==> src/rtl/seg7_capture.sv <==
// seg7_capture: recovers hex digits from a multiplexed, active-low seven-segment bus.
// A (segment, select) pair is taken once it has been held for STABLE_CYCLES edges,
// decoded, and written into the selected digit slot(s), with error flags and a frame marker.
module seg7_capture #(
    parameter int unsigned STABLE_CYCLES = 4
) (
    input  logic        sys_clk,
    input  logic        sys_rst,
    input  logic [7:0]  seg_in,
    input  logic [3:0]  sel_in,
    output logic [15:0] digit_val,
    output logic [3:0]  dp_val,
    output logic [3:0]  digit_ok,
    output logic        value_valid,
    output logic        frame_done,
    output logic        pattern_err,
    output logic        sel_err,
    output logic [7:0]  err_cnt
);

    localparam logic [7:0] STABLE_LAST = 8'(STABLE_CYCLES);

    // Input sample stage and the previous sample, used to detect a stable run
    logic [7:0] seg_q;
    logic [3:0] sel_q;
    logic [7:0] seg_d;
    logic [3:0] sel_d;
    logic       in_vld;
    logic       prev_vld;

    // Run tracking
    logic [7:0] run_cnt;
    logic [7:0] run_next;
    logic       pair_same;
    logic       taken;
    logic       taken_next;
    logic       accept;

    // Decode results
    logic       pat_legal;
    logic [3:0] pat_nibble;
    logic [3:0] sel_target;
    logic       sel_blank;
    logic       sel_bad;

    // Frame bookkeeping and next-state values
    logic [3:0]  seen_mask;
    logic [3:0]  seen_next;
    logic [15:0] digit_next;
    logic [3:0]  dp_next;
    logic [3:0]  ok_next;
    logic        frame_next;
    logic        perr_next;
    logic        serr_next;

    // Sample the bus every edge; the previous sample lets us tell whether the pair moved
    always_ff @(posedge sys_clk or posedge sys_rst) begin
        if (sys_rst) begin
            seg_q    <= 8'hFF;
            sel_q    <= 4'hF;
            seg_d    <= 8'hFF;
            sel_d    <= 4'hF;
            in_vld   <= 1'b0;
            prev_vld <= 1'b0;
        end else begin
            seg_q    <= seg_in;
            sel_q    <= sel_in;
            seg_d    <= seg_q;
            sel_d    <= sel_q;
            in_vld   <= 1'b1;
            prev_vld <= in_vld;
        end
    end

    // Count how many consecutive samples the pair in seg_q/sel_q has been held, and fire once
    always_comb begin
        run_next   = 8'd0;
        pair_same  = prev_vld && (seg_q == seg_d) && (sel_q == sel_d);
        if (!in_vld) begin
            run_next = 8'd0;
        end else if (!pair_same) begin
            run_next = 8'd1;
        end else if (run_cnt == STABLE_LAST) begin
            run_next = run_cnt;
        end else begin
            run_next = run_cnt + 8'd1;
        end
        accept     = in_vld && (run_next == STABLE_LAST) && !(pair_same && taken);
        taken_next = accept || (pair_same && taken);
    end

    // Run counter and the "already taken" flag that blocks re-acceptance of a held pair
    always_ff @(posedge sys_clk or posedge sys_rst) begin
        if (sys_rst) begin
            run_cnt <= 8'd0;
            taken   <= 1'b0;
        end else begin
            run_cnt <= run_next;
            taken   <= taken_next;
        end
    end

    // Segment pattern to hex nibble; the dp bit is excluded from the match
    always_comb begin
        pat_legal  = 1'b1;
        pat_nibble = 4'h0;
        case (seg_q[6:0])
            7'h40:   pat_nibble = 4'h0;
            7'h79:   pat_nibble = 4'h1;
            7'h24:   pat_nibble = 4'h2;
            7'h30:   pat_nibble = 4'h3;
            7'h19:   pat_nibble = 4'h4;
            7'h12:   pat_nibble = 4'h5;
            7'h02:   pat_nibble = 4'h6;
            7'h78:   pat_nibble = 4'h7;
            7'h00:   pat_nibble = 4'h8;
            7'h10:   pat_nibble = 4'h9;
            7'h08:   pat_nibble = 4'hA;
            7'h03:   pat_nibble = 4'hB;
            7'h46:   pat_nibble = 4'hC;
            7'h21:   pat_nibble = 4'hD;
            7'h06:   pat_nibble = 4'hE;
            7'h0E:   pat_nibble = 4'hF;
            default: pat_legal  = 1'b0;
        endcase
    end

    // Select decode: one low bit picks a digit, all low drives every digit, all high is blank
    always_comb begin
        sel_target = 4'b0000;
        sel_blank  = 1'b0;
        sel_bad    = 1'b0;
        case (sel_q)
            4'b1110: sel_target = 4'b0001;
            4'b1101: sel_target = 4'b0010;
            4'b1011: sel_target = 4'b0100;
            4'b0111: sel_target = 4'b1000;
            4'b0000: sel_target = 4'b1111;
            4'b1111: sel_blank  = 1'b1;
            default: sel_bad    = 1'b1;
        endcase
    end

    // Work out the effect of an accepted pair on digits, flags and the frame mask
    always_comb begin
        digit_next = digit_val;
        dp_next    = dp_val;
        ok_next    = digit_ok;
        seen_next  = seen_mask;
        frame_next = 1'b0;
        perr_next  = 1'b0;
        serr_next  = 1'b0;
        if (accept && !sel_blank) begin
            if (sel_bad) begin
                serr_next = 1'b1;
            end else if (pat_legal) begin
                for (int i = 0; i < 4; i++) begin
                    if (sel_target[i]) begin
                        digit_next[4*i +: 4] = pat_nibble;
                        dp_next[i]           = ~seg_q[7];
                        ok_next[i]           = 1'b1;
                    end
                end
                seen_next = seen_mask | sel_target;
                if ((seen_next == 4'b1111) && (ok_next == 4'b1111)) begin
                    frame_next = 1'b1;
                    seen_next  = 4'b0000;
                end
            end else begin
                perr_next = 1'b1;
                ok_next   = digit_ok & ~sel_target;
            end
        end
    end

    // Output and frame state registers; the pulses last exactly one cycle
    always_ff @(posedge sys_clk or posedge sys_rst) begin
        if (sys_rst) begin
            digit_val   <= 16'h0000;
            dp_val      <= 4'h0;
            digit_ok    <= 4'h0;
            seen_mask   <= 4'h0;
            frame_done  <= 1'b0;
            pattern_err <= 1'b0;
            sel_err     <= 1'b0;
        end else begin
            digit_val   <= digit_next;
            dp_val      <= dp_next;
            digit_ok    <= ok_next;
            seen_mask   <= seen_next;
            frame_done  <= frame_next;
            pattern_err <= perr_next;
            sel_err     <= serr_next;
        end
    end

    // Saturating error counter, one step per error pulse
    always_ff @(posedge sys_clk or posedge sys_rst) begin
        if (sys_rst) begin
            err_cnt <= 8'd0;
        end else if ((perr_next || serr_next) && (err_cnt != 8'hFF)) begin
            err_cnt <= err_cnt + 8'd1;
        end
    end

    assign value_valid = &digit_ok;

endmodule

==> config.mk <==
export PLATFORM = sky130hd
export DESIGN_NAME = seg7_capture
export DESIGN_NICKNAME = d
export VERILOG_FILES = /design/src/rtl/seg7_capture.sv
export SDC_FILE = /design/constraint.sdc
export NUM_CORES = 1
export LEC_CHECK = 0
export CAP_MARGIN = 15
export CELL_PAD_IN_SITES_DETAIL_PLACEMENT = 0
export CELL_PAD_IN_SITES_GLOBAL_PLACEMENT = 1
export CORE_ASPECT_RATIO = 0.75
export CORE_MARGIN = 2
export CORE_UTILIZATION = 40
export CTS_CLUSTER_DIAMETER = 200
export CTS_CLUSTER_SIZE = 20
export DETAILED_ROUTE_END_ITERATION = 12
export PLACE_DENSITY = 0.83
export SETUP_SLACK_MARGIN = 0.1
export SYNTH_ARGS = -nofsm -noshare
export SYNTH_HDL_FRONTEND = slang
export SYNTH_SLANG_ARGS = --single-unit
==> constraint.sdc <==
create_clock -name sys_clk -period 6.6 [get_ports sys_clk]
set_input_delay 1.32 -clock sys_clk [delete_from_list [all_inputs] [get_ports sys_clk]]
set_output_delay 1.32 -clock sys_clk [all_outputs]
set_load 0.01 [all_outputs]
==> summary.txt <==
Critical path required time -> 6820 ps
Vias post-DR -> 2449
Synth Flop Type -> dfrtp_1
Final Net Count -> 368
CP max FO -> 10
Startpoint Class -> flop
Largest net degree at the start of global routing -> 75
Area of the core -> 8450 sq um
Multi-input combinational cell area -> 1470 sq um
Post-synth design cell area -> 3480 sq um
Final Routed Wirelength -> 6890 um
Cell with the most instances after synthesis -> dfrtp_1
Crit-path max cell delay -> 630 ps
Syn_nets -> 320
CP max-delay cell -> dfstp_2
Crit path cell chain -> or3b_1 -> or4_4 -> nand3_2 -> or3b_1 -> nor3b_4 -> mux2_4
WL/cell -> 14.9 um
Worst VDD drop -> 0.162 mV
Num CTS Buffers -> 9
Post-synth top area share -> 0.360
Crit path DAT -> 3120 ps
Yosys cell types -> 65
Gpl congestion -> 0.847
Worst path most repeated cell -> or3b_1
Syn_area_per_cell -> 11.5 sq um
Post-Synthesis Cells -> 303
Post-CTS setup buffer count -> 0
Die Width -> 112 um
Post-route setup slack -> 3700 ps
Clock H-tree levels -> 3
Chip height -> 84.8 um
# port buffers -> 49
Leading area contributor after synthesis -> dfrtp_1
CTS root buffer -> clkbuf_16
Gr usage total -> 0.158
Max-slew violations -> 0
Top post-synthesis cells by count -> dfrtp_1 (50), dfstp_2 (24), xnor2_1 (18), nand2_1 (17), nand3_1 (17)
Worst setup path category -> reg -> reg
Die area -> 9470 sq um
# rows -> 29
Initial antenna violation count -> 0
Leak -> 1.78 nW
Global-route wire length before repair -> 11800 um
Final count of hold timing violations -> 0
Sink Count -> 74
Unrepaired setup endpoints after global routing -> no
Pwr/cell area -> 238 nW/um^2
Max-slew headroom -> 0.404
Worst skew pair latency -> 340 ps
Iteration-0 DRC Markers -> 104
Setup Skew -> 9.19 ps
#FFs+latches synth -> 74
ANT nets after route -> 0
Dpl ws -> 3690 ps
Outcome -> finished clean
Fillers -> 747
Met1 WL -> 3420 um
Vias in the first global route -> 2329
Seq/Total Area, Yosys -> 0.541
Clk buf depth -> 2
Final period utilization -> 0.440
Minimum clock period -> 2900 ps
CTS clk-pin slew, worst paths -> 70 ps
FFs w/ async S/R, synth -> 1.00
Post-DP HPWL -> 4850 um
Post-synth EDFFs -> 0
Via/cell ratio -> 5.28
Top Ports -> 50
Final setup viols -> 0
CTS tree -> built
Worst slew pin tran -> 894 ps
DR WL met3 -> 462 um
Fin Setup TNS -> 0 ps
CTS resizes -> 0
Yosys warnings -> 0
# hold bufs at CTS -> 0
Crit. End Element -> flop
Register area -> 1880 sq um
Pre-antenna DRT Iters -> 4
Layout area overhead -> 24.6%
Top post-synthesis cells by area -> dfrtp_1 (36%), dfstp_2 (18%), xnor2_1 (4.5%)
Maxcap violations -> 0
DRC viols -> 0
Diodes inserted -> 0
Fraction of layout instances using a drive strength above 1 -> 0.183
Aggregate global routing overflow -> 0
Met2 WL -> 2950 um
Hold Path Class -> reg -> reg
Uppermost layer routed -> met4
Effective utilization at floorplan -> 0.412
Max Fclk -> 344 MHz
[cells in the final DEF (no fill, tap or decap), types with 3 or more instances in the layout]
cell and n:
xor2_1 7, nor2b_1 5, nand3_1 17, ha_1 3, o21ai_0 11, dfstp_2 24
o21a_1 4, inv_1 11, inv_6 4, a22o_1 6, xnor2_1 18, nand2b_1 5
mux2_2 9, nor4_1 3, nor3_1 6, a21oi_1 12, clkdlybuf4s50_1 49, clkbuf_16 9
dfrtp_1 50, nor2_1 16, or3b_1 4, mux2_4 4, or3_1 4, nand2_1 17
nand4_1 5
[area by class of cell]
cell class	instances	area share
Sequential cell	74	0.434
Multi-Input combinational cell	204	0.338
Timing Repair Buffer	50	0.115
Clock buffer	9	0.0520
Tap cell	108	0.0312
Clock inverter	7	0.0193
Inverter	12	0.0104
[layer usage]
layer  GRT usage  vias to the layer above
met2       0.227                       75
li1            -                     1178
met1       0.224                     1187
met4      0.0382                        0
met5           0                        -
met3      0.0650                        9
[per-stage QoR]
stage	total power, mW	cell area (sq um)	cells	util	hold WS (ps)
floorplan	0.522	3480	303	-	352
global placement	0.537	4030	448	0.476	411
detailed placement	0.538	4030	448	0.476	413
CTS	1.05	4330	464	0.513	415
global route	1.08	4330	464	0.513	421
finish	1.03	4330	464	0.513	412
[critical path, delay by kind of cell (launching register included)]
kind             cells  cell delay [ps]
multiplexers         1              340
flip-flops           1              630
AND/OR/NAND/NOR      5             1820
[logic make-up after synthesis]
| logic type | count (synthesis) | share of synthesized area |
|---|---|---|
| fa+ha+maj | 4 | 0.0137 |
| mux | 15 | 0.0521 |
| xor+xnor | 25 | 0.0629 |
| flops | 74 | 0.541 |
| buf+inv | 25 | 0.0381 |
| compound gates | 51 | 0.0989 |
| simple gates | 108 | 0.192 |
| other cells | 1 | 0.00108 |
[state kept, by name, summed over array words and instances (netlist names), 4 cells and up, named ones only]
name       flops
digit_val     16
sel_d          4
seg_q          8
seg_d          8
sel_q          4
seen_mask      4
err_cnt        8
run_cnt        8
dp_val         4
[worst paths after layout]
| kind | start | endpoint | slack (ps) | depth (start not counted) |
|---|---|---|---|---|
| min in group asynchronous | sys_rst | run_cnt[5] | 1560 | 3 |
| max in group asynchronous | sys_rst | run_cnt[1] | 4450 | 3 |
| worst min register to register | seg_q[7] | seg_d[7] | 410 | 0 |
| worst max-delay path | seg_q[5] | digit_val[0] | 3700 | 6 |
| worst min-delay path | seg_q[7] | seg_d[7] | 410 | 0 |
| worst max register to register | seg_q[5] | digit_val[0] | 3700 | 6 |
[report_power, final]
| group | internal [mW] | switching (mW) |
|---|---|---|
| registers | 0.469 | 0.0153 |
| clock network | 0.300 | 0.202 |
| logic | 0.0216 | 0.0237 |
| total | 0.791 | 0.241 |
No activity file was read; power rests on OpenSTA's default activity.
